**src/rtl/pipe_stage_pkg.sv**
```systemverilog
// ============================================================================
// pipe_stage_pkg -- shared types and defaults for the pipe_stage_reg slice
// Rev 1.0
// ============================================================================
`default_nettype none

package pipe_stage_pkg;

  localparam int DEF_CNT_W = 16;

  typedef enum logic {
    IDLE = 1'b0,
    PEND = 1'b1
  } pend_state_t;

  typedef enum logic [1:0] {
    UPD_HOLD   = 2'd0,
    UPD_LOAD   = 2'd1,
    UPD_BUBBLE = 2'd2
  } upd_kind_t;

endpackage

`default_nettype wire

```
**src/rtl/sat_counter.sv**
```systemverilog
// ============================================================================
// sat_counter -- up-counter that sticks at all-ones instead of wrapping
// Rev 1.0
// ============================================================================
`default_nettype none

module sat_counter #(
  parameter int CNT_W = 16
) (
  input  logic             CLK,
  input  logic             nRST,
  input  logic             inc,
  output logic [CNT_W-1:0] count
);

  logic [CNT_W-1:0] count_q;
  logic [CNT_W-1:0] count_d;

  always_comb begin
    count_d = count_q;
    if (inc && (count_q != {CNT_W{1'b1}}))
      count_d = count_q + {{(CNT_W-1){1'b0}}, 1'b1};
  end

  always_ff @(posedge CLK or negedge nRST) begin
    if (!nRST) count_q <= '0;
    else       count_q <= count_d;
  end

  assign count = count_q;

endmodule

`default_nettype wire

```
**src/rtl/pipe_stage_reg.sv**
```systemverilog
// ============================================================================
// pipe_stage_reg -- pipeline register with cache-hit gating, deferred flush
// and optional perf counters (enabled by macro PIPE_STAGE_PERF_EN).
// Rev 1.0
// ============================================================================
`default_nettype none

module pipe_stage_reg
  import pipe_stage_pkg::*;
#(
  parameter int               WIDTH  = 32,
  parameter logic [WIDTH-1:0] BUBBLE = '0,
  parameter int               CNT_W  = DEF_CNT_W
) (
  input  logic             CLK,
  input  logic             nRST,
  input  logic             flush_branch,
  input  logic             flush,
  input  logic             mem_op,
  input  logic             ihit,
  input  logic             dhit,
  input  logic             stall,
  input  logic             valid_in,
  input  logic [WIDTH-1:0] data_in,
  output logic             valid_out,
  output logic [WIDTH-1:0] data_out,
  output logic             load_out,
  output logic             flush_pend,
  output logic [CNT_W-1:0] stall_cnt,
  output logic [CNT_W-1:0] bubble_cnt
);

  logic             gate;
  logic             adv;
  upd_kind_t        kind;
  pend_state_t      state_q, state_d;
  logic [WIDTH-1:0] data_q, data_d;
  logic             valid_q, valid_d;

  assign gate = ihit & (~mem_op | dhit);
  assign adv  = gate & ~stall;

  // Single priority decode; register, FSM and counters all follow it.
  always_comb begin
    kind    = UPD_HOLD;
    state_d = state_q;
    if (flush_branch) begin
      kind    = UPD_BUBBLE;
      state_d = IDLE;
    end else if ((flush || (state_q == PEND)) && gate) begin
      kind    = UPD_BUBBLE;
      state_d = IDLE;
    end else if (flush) begin
      kind    = UPD_HOLD;
      state_d = PEND;
    end else if (adv) begin
      kind    = UPD_LOAD;
    end
  end

  always_comb begin
    data_d  = data_q;
    valid_d = valid_q;
    case (kind)
      UPD_LOAD: begin
        data_d  = data_in;
        valid_d = valid_in;
      end
      UPD_BUBBLE: begin
        data_d  = BUBBLE;
        valid_d = 1'b0;
      end
      default: ;
    endcase
  end

  always_ff @(posedge CLK or negedge nRST) begin
    if (!nRST) begin
      state_q <= IDLE;
      data_q  <= BUBBLE;
      valid_q <= 1'b0;
    end else begin
      state_q <= state_d;
      data_q  <= data_d;
      valid_q <= valid_d;
    end
  end

  assign valid_out  = valid_q;
  assign data_out   = data_q;
  assign load_out   = (kind == UPD_LOAD);
  assign flush_pend = (state_q == PEND);

`ifdef PIPE_STAGE_PERF_EN
  logic stall_inc;
  logic bubble_inc;

  // A stall cycle is a held edge while a valid payload sits in the register.
  assign stall_inc  = valid_q & (kind == UPD_HOLD);
  assign bubble_inc = (kind == UPD_BUBBLE);

  sat_counter #(.CNT_W(CNT_W)) u_stall_cnt (
    .CLK   (CLK),
    .nRST  (nRST),
    .inc   (stall_inc),
    .count (stall_cnt)
  );

  sat_counter #(.CNT_W(CNT_W)) u_bubble_cnt (
    .CLK   (CLK),
    .nRST  (nRST),
    .inc   (bubble_inc),
    .count (bubble_cnt)
  );
`else
  assign stall_cnt  = '0;
  assign bubble_cnt = '0;
`endif

endmodule

`default_nettype wire
```
**config.mk**
```make
export PLATFORM = sky130hd
export DESIGN_NAME = pipe_stage_reg
export DESIGN_NICKNAME = d
export VERILOG_FILES = /design/src/rtl/pipe_stage_pkg.sv /design/src/rtl/sat_counter.sv /design/src/rtl/pipe_stage_reg.sv
export SDC_FILE = /design/constraint.sdc
export NUM_CORES = 1
export LEC_CHECK = 0
export ABC_CLOCK_PERIOD_IN_PS = 3200
export CAP_MARGIN = 15
export CORE_MARGIN = 8
export CORE_UTILIZATION = 65
export CTS_CLUSTER_DIAMETER = 150
export DETAILED_ROUTE_END_ITERATION = 12
export DONT_BUFFER_PORTS = 1
export GPL_ROUTABILITY_DRIVEN = 0
export PLACE_DENSITY = 0.78
export SYNTH_ARGS = -nofsm -noshare
export SYNTH_HDL_FRONTEND = slang
export SYNTH_SLANG_ARGS = --single-unit
```
**constraint.sdc**
```tcl
create_clock -name CLK -period 3.2 [get_ports CLK]
set_input_delay 0.64 -clock CLK [delete_from_list [all_inputs] [get_ports CLK]]
set_output_delay 0.64 -clock CLK [all_outputs]
set_load 0.02 [all_outputs]
```
==> metrics.md, run 1 <==
| Metric | Value |
|---|---|
| Outcome | complete, no violations |
| Global route overflow | 0 |
| Clock Tree Buf Depth | 2 |
| WL per Instance | ~16 µm |
| Cells after synthesis | 187 |
| Skew final | about 0.0047 ns |
| Drt drc | 0 |
| Worst setup SP type | register |
| CTS Sinks | 34 |
| Final setup viols | 0 |
| Int Pwr | approximately 0.62 mW |
| Switch share | approximately 33% |
| PD cells | 551.7 nW/µm² |
| Clock tree root buffer cell | clkbuf_4 |
| Setup slack, reg-to-reg | 0.91 ns |
| Top cell type's share of synthesized area | between 40 and 50% |
| Area leader, netlist | dfrtp_1 |
| DRT Wirelength | around 3600 µm |
| Crit end category | register |
| Router iterations before antenna repair | 4 |
| Layout cells sized above 1 | 6.452% |
| Syn_area_per_cell | 9.421 µm² |
| Fin nets | about 230 |
| Row Count | 19 |
| ANT cells | 0 |
| Number of antenna violations at the first check in global routing | 0 |
| Worst R2R Start | flush_pend$_DFFE_PN0P_ |
| HPWL Detailed | approximately 2800 µm |
| Critical Path Source | flush_pend$_DFFE_PN0P_ |
| Period utilization | 71.50% |
| DR iter-0 viols | 60 |
| Depth of the most critical reg-to-reg path | 6 |
| Number of port buffers | 0 |
| Clock power share | approximately 25% |
| Share of flip-flops with an asynchronous set or reset | 100.0% |
| Max Fanout on Critical Path | 34 |
| Main synth FF type | dfrtp_1 |
| IO Count | roughly 110 |
| R2r endpoint | data_out[31]$_DFFE_PN0P_ |
| Clk slew on worst S/H paths | ~0.1 ns |
| Hold Crit Class | in -> async |
| Max-slew violation count | 0 |
| First-pass GRT wire length | around 5000 µm |
| Final hold viol count | 0 |
| Vias in the first global route | a little over 1000 |
| WP data arrival | around 2.5 ns |
| Routed via count | between 1000 and 1500 |
| Initial Utilization | ~66% |
| Critical path class | reg -> reg |
| Setup tns final | 0 ns |
| Post-CTS setup buffer count | 0 |
| Die ar. | approximately 4600 µm² |
| Top cells by count, synth | dfrtp_1 (34), buf_4 (33), nand2_1 (33), nand2b_1 (33), o21ai_1 (31) |
| Final worst slack | 0.9120 ns |
| Setup crit end | data_out[31]$_DFFE_PN0P_ |
| CTS tree | yes |
| Synth warn | 0 |
| Worst skew pair latency | between 0.3 and 0.4 ns |
| DP Worst Slack | 0.7946 ns |
| Register bit total from synthesis | 34 |
| Fmax | around 440 MHz |
| Sequential cell area fraction in the yosys report | 48.30% |
| Static leakage | between 0.7 and 0.8 nW |
| VDD IR-drop max | 455.3 µV |
| Area growth, synth to finish | -4.048% |
| Core Region | 2663 µm² |
| Max-Cap Viols | 0 |
| Total GRT Usage | approximately 14% |
| Flop pwr share | 60.2% |
| Comb pwr share | 14.4% |
| Vias per cell | approximately 5 |
| # H-tree levels | 2 |
| Synth cell types | 21 |
| Top post-synthesis cells by area | dfrtp_1 (48%), buf_4 (14%), nand2b_1 (12%) |
| Die width | ~68 µm |
| TritonCTS Buffers | 5 |
| Psw | 0.3116 mW |
| Synth Cell Area | about 1800 µm² |
| Req. time, crit path | roughly 3.4 ns |
| Post-synth EDFFs | 0 |
| Crit path time final | roughly 2.3 ns |
| Most numerous cell in the Yosys netlist | dfrtp_1 |
| Vert. Die Dim | about 68 µm |
| Filler Cells Inserted | between 200 and 250 |
| Area after DPL | around 1600 µm² |
| Final ANT Viol Nets | 0 |
| RSZ-0062 raised after global routing | false |
| Largest net degree at the start of global routing | 35 |
| Post-route cell area | ~1700 µm² |
==> worst max-delay path, stage by stage, from the launching register on <==
cell,delay (ns)
dfrtp_1,0.50
or2_1,0.27
a31o_1,0.23
ha_2,0.64
buf_4,0.39
nand2_1,0.08
o21ai_1,0.10
==> cell families after synthesis <==
family / after synthesis / share of synthesized area [%]
AND/OR/NAND/NOR: 72 / 21.45
adder cells (fa/ha/maj): 2 / 1.420
other: 1 / 0.2129
buffers and inverters: 42 / 17.97
flip-flops: 34 / 48.30
AO/OA/AOI/OAI: 36 / 10.65
==> layout by cell type, fill, tap and decap left out, drive strengths merged <==
cell type	n
clkinv	1
a31oi	1
nand2	33
a211oi	1
nand2b	34
or2	1
ha	2
nor4	1
buf	2
nand3	1
dfrtp	34
clkbuf	7
nor2	1
conb	32
o21ai	33
and3	1
a31o	1
==> metrics by stage <==
step | cells | power, mW | utilization (%) | hold slack [ns]
floorplan | 218 | 0.7094 | - | 0.3444
global placement | 208 | 0.6883 | 60.48 | 0.3455
detailed placement | 208 | 0.6953 | 60.48 | 0.3454
CTS | 217 | 0.9452 | 63.49 | 0.1267
global route | 217 | 0.9838 | 63.49 | 0.1287
finish | 217 | 0.9326 | 63.49 | 0.1379
==> sequential cells by signal, summed over array words and instances (netlist names) <==
signal and count:
data_out 32, flush_pend 1, valid_out 1
==> how the worst min path moves through the flow <==
| stage | startpoint | endpoint | slack (ns) | cells past startpoint |
|---|---|---|---|---|
| 2_1_floorplan | nRST | data_out[0]$_DFFE_PN0P_ | 0.34 | 0 |
| 3_3_place_gp | nRST | data_out[6]$_DFFE_PN0P_ | 0.35 | 0 |
| 3_5_place_dp | nRST | data_out[7]$_DFFE_PN0P_ | 0.35 | 0 |
| 4_1_cts | nRST | data_out[25]$_DFFE_PN0P_ | 0.13 | 1 |
| 5_1_grt | nRST | data_out[19]$_DFFE_PN0P_ | 0.13 | 1 |
| 6_report | nRST | data_out[19]$_DFFE_PN0P_ | 0.14 | 1 |
==> timing repair <==
item                                   CTS  global route
hold buffers                             1             0
endpoints found under the hold margin   34             0
gates resized for setup                  0             0
==> power groups by stage <==
stage	clock, mW	combinational [mW]	sequential, mW
CTS	0.247	0.135	0.563
finish	0.237	0.134	0.561
floorplan	0	0.151	0.558
global route	0.264	0.152	0.567
detailed placement	0	0.124	0.571
global placement	0	0.118	0.570
==> per-layer routing <==
metal  share of wire [%]  GRT usage (%)  up-vias  wire length (µm)
met1                  35          15.19      485              1252
met3                  17          9.002        4               602
met5                   0              0        -                 0
met4                0.84          4.604        0                30
li1                    -              -      530                 -
met2                  47          23.09       71              1679
==> cell type report <==
cell class / instances / area (µm²) / area share (%)
multi-input cells: 142 / 713.2 / 42.19
clock inverters: 1 / 5.005 / 0.2961
clock buffers: 7 / 55.05 / 3.257
repair buffers: 2 / 27.53 / 1.628
well taps: 31 / 38.79 / 2.295
flip-flops and latches: 34 / 850.8 / 50.33
No activity file was read; power rests on OpenSTA's default activity.
==> run 2: changes to the inputs <==
--- a/config.mk
+++ b/config.mk
@@ -5,15 +5,15 @@
 export SDC_FILE = /design/constraint.sdc
 export NUM_CORES = 1
 export LEC_CHECK = 0
-export ABC_CLOCK_PERIOD_IN_PS = 3200
+export ABC_CLOCK_PERIOD_IN_PS = 2100
 export CAP_MARGIN = 15
 export CORE_MARGIN = 8
-export CORE_UTILIZATION = 65
+export CORE_UTILIZATION = 56
 export CTS_CLUSTER_DIAMETER = 150
 export DETAILED_ROUTE_END_ITERATION = 12
 export DONT_BUFFER_PORTS = 1
 export GPL_ROUTABILITY_DRIVEN = 0
-export PLACE_DENSITY = 0.78
+export PLACE_DENSITY = 0.71
 export SYNTH_ARGS = -nofsm -noshare
 export SYNTH_HDL_FRONTEND = slang
 export SYNTH_SLANG_ARGS = --single-unit
==> constraint.sdc (replaced) <==
create_clock -name CLK -period 2.1 [get_ports CLK]
set_input_delay 0.42 -clock CLK [delete_from_list [all_inputs] [get_ports CLK]]
set_output_delay 0.42 -clock CLK [all_outputs]
set_load 0.02 [all_outputs]
==> run 2 against run 1 <==
  * Sequential power increased by 52%
  * Worst hold slack better by 0.015 ns
  * Power increased by 54%
  * Wire length shrank 1.3%
  * Clock power increased by 54%
  * Non-clock buffer count up 2
  * Sequential share of layout area down 1.7 points
  * Critical path type is now reg -> out
==> metrics.md, run 2 (synthesis gave the netlist of run 1 again) <==
| Metric | Value |
|---|---|
| Die ar. | roughly 5200 µm² |
| CP Buf/Inv Count | 0 |
| ANT cells | 0 |
| Static leakage | 0.8098 nW |
| Hold Crit Class | in -> reg |
| Hold_ws | about 0.15 ns |
| Final Util | approximately 58% |
| Number of port buffers | 0 |
| Setup crit end | load_out |
| Drt drc | 0 |
| WL per Instance | around 15 µm |
| Global route overflow | 0 |
| Delay-heaviest family, CP | flip-flops |
| Slowest-stage cell, CP | dfrtp_2 |
| GR peak layer | met2 |
| First-pass GRT wire length | approximately 5200 µm |
| Area after DPL | 1659 µm² |
| Filler Cells Inserted | ~270 |
| Router iterations before antenna repair | 2 |
| R2r endpoint | data_out[31]$_DFFE_PN0P_ |
| Largest net degree at the start of global routing | 39 |
| DRT Wirelength | 3518 µm |
| Max-slew violation count | 0 |
| Post-CTS setup buffer count | 0 |
| Die width | 72.09 µm |
| Fmax | between 500 and 600 MHz |
| Critical Path, Cell by Cell | nor4_2 -> and3_1 -> ha_1 |
| Vert. Die Dim | roughly 72 µm |
| Row Count | 20 |
| Clock Tree Buf Depth | 2 |
| Clock tree root buffer cell | clkbuf_4 |
| Crit path time final | approximately 2.0 ns |
| Met3 GRT Util | between 6 and 7% |
| WP data arrival | between 1.5 and 2 ns |
| Core Region | between 3000 and 4000 µm² |
| Req. time, crit path | roughly 1.7 ns |
| Routed via count | approximately 1100 |
| Critical path class | reg -> out |
| TritonCTS Buffers | 5 |
| Setup slack, reg-to-reg | between 0.3 and 0.4 ns |
| DR iter-0 viols | 46 |
| Depth of the most critical reg-to-reg path | 6 |
| Total GRT Usage | 12.69% |
| CP Depth | 3 |
| Critical Path Source | flush_pend$_DFFE_PN0P_ |
| PD cells | roughly 820 nW/µm² |
| Vias in the first global route | ~1100 |
| Final ANT Viol Nets | 0 |
| CTS tree | yes |
| Met1 Track Usage GR | roughly 14% |
| Final hold viol count | 0 |
| Post-route cell area | around 1800 µm² |
| Worst R2R Start | flush_pend$_DFFE_PN0P_ |
| Met2 track demand over resource | between 20% and 30% |
| Max reg flops | 32 |
| Setup tns final | 0 ns |
| Area growth, synth to finish | -0.6392% |
| Outcome | complete, no violations |
| Vias per cell | 4.616 |
| Clk slew on worst S/H paths | about 0.10 ns |
| Final setup viols | 0 |
| Skew final | 0.003411 ns |
| Max-Cap Viols | 0 |
| HPWL Detailed | 2761 µm |
| Layout cells sized above 1 | between 7 and 8% |
| # H-tree levels | 2 |
| CTS Sinks | 34 |
| IO Count | 108 |
| VDD IR-drop max | around 520 µV |
| Crit end category | output port |
| Max Fanout on Critical Path | 4 |
| Period utilization | approximately 94% |
| Initial Utilization | 58.18% |
| Worst skew pair latency | between 0.3 and 0.4 ns |
| Most frequent cells in the layout | nand2b_1 (33), nand2_1 (33), dfrtp_1 (33) |
| Fin nets | 230 |
| Worst setup SP type | register |
| CP peak stage delay | approximately 0.49 ns |
| RSZ-0062 raised after global routing | false |
| Number of antenna violations at the first check in global routing | 0 |
-- run 2: changes by cell type in the layout (fill, tap and decap cells not counted), sizes merged --
cell,delta
buf,+1
dlygate4sd3,+1
-- run 2: worst min-delay path by stage --
stage               slack, ns                       end    startpoint  cells past startpoint
floorplan                0.12   data_out[0]$_DFFE_PN0P_          nRST                      0
global route             0.13    flush_pend$_DFFE_PN0P_  flush_branch                      1
CTS                      0.14    flush_pend$_DFFE_PN0P_  flush_branch                      1
global placement         0.13  data_out[10]$_DFFE_PN0P_          nRST                      0
detailed placement       0.13   data_out[4]$_DFFE_PN0P_          nRST                      0
finish                   0.15    flush_pend$_DFFE_PN0P_  flush_branch                      1
-- run 2: power breakdown --
part	switching (mW)	internal (mW)	total, mW
clock	0.202	0.162	0.364
combinational	0.142	0.0763	0.218
sequential	0.135	0.720	0.855
total	0.479	0.958	1.44
-- run 2: layer usage --
metal | vias to the layer above | part of all wire, %
li1 | 532 | -
met4 | 0 | 0.57
met5 | - | 0
met1 | 476 | 40
met3 | 2 | 13
met2 | 61 | 47
-- run 2: cell type report --
type,instances,area (µm²),share of cell area (%)
Multi-Input combinational cell,142,713.2,40.74
Clock buffer,7,55.05,3.145
Sequential cell,34,852.1,48.68
Clock inverter,1,5.005,0.2859
Tap cell,44,55.05,3.145
Timing Repair Buffer,4,70.07,4.003
-- run 2: timing repair --
action	in CTS	in global routing
hold buffers	2	0
resized for setup	0	1
hold endpoints to repair	34	0
endpoints found under the setup margin	0	1
-- run 2: worst reg2reg max path, cell delays in order (launching register included) --
cell and delay [ns]:
dfrtp_2 0.49, or2_1 0.25, a31o_1 0.22, ha_2 0.37, buf_12 0.19, nand2_1 0.07
o21ai_1 0.08
-- run 2: per-stage QoR --
stage | instances | power [mW] | setup WS (ns)
floorplan | 218 | 1.081 | 0.3495
finish | 232 | 1.437 | 0.1321
detailed placement | 222 | 1.072 | 0.3229
global route | 232 | 1.515 | 0.01423
global placement | 222 | 1.063 | 0.3854
CTS | 232 | 1.460 | 0.07158
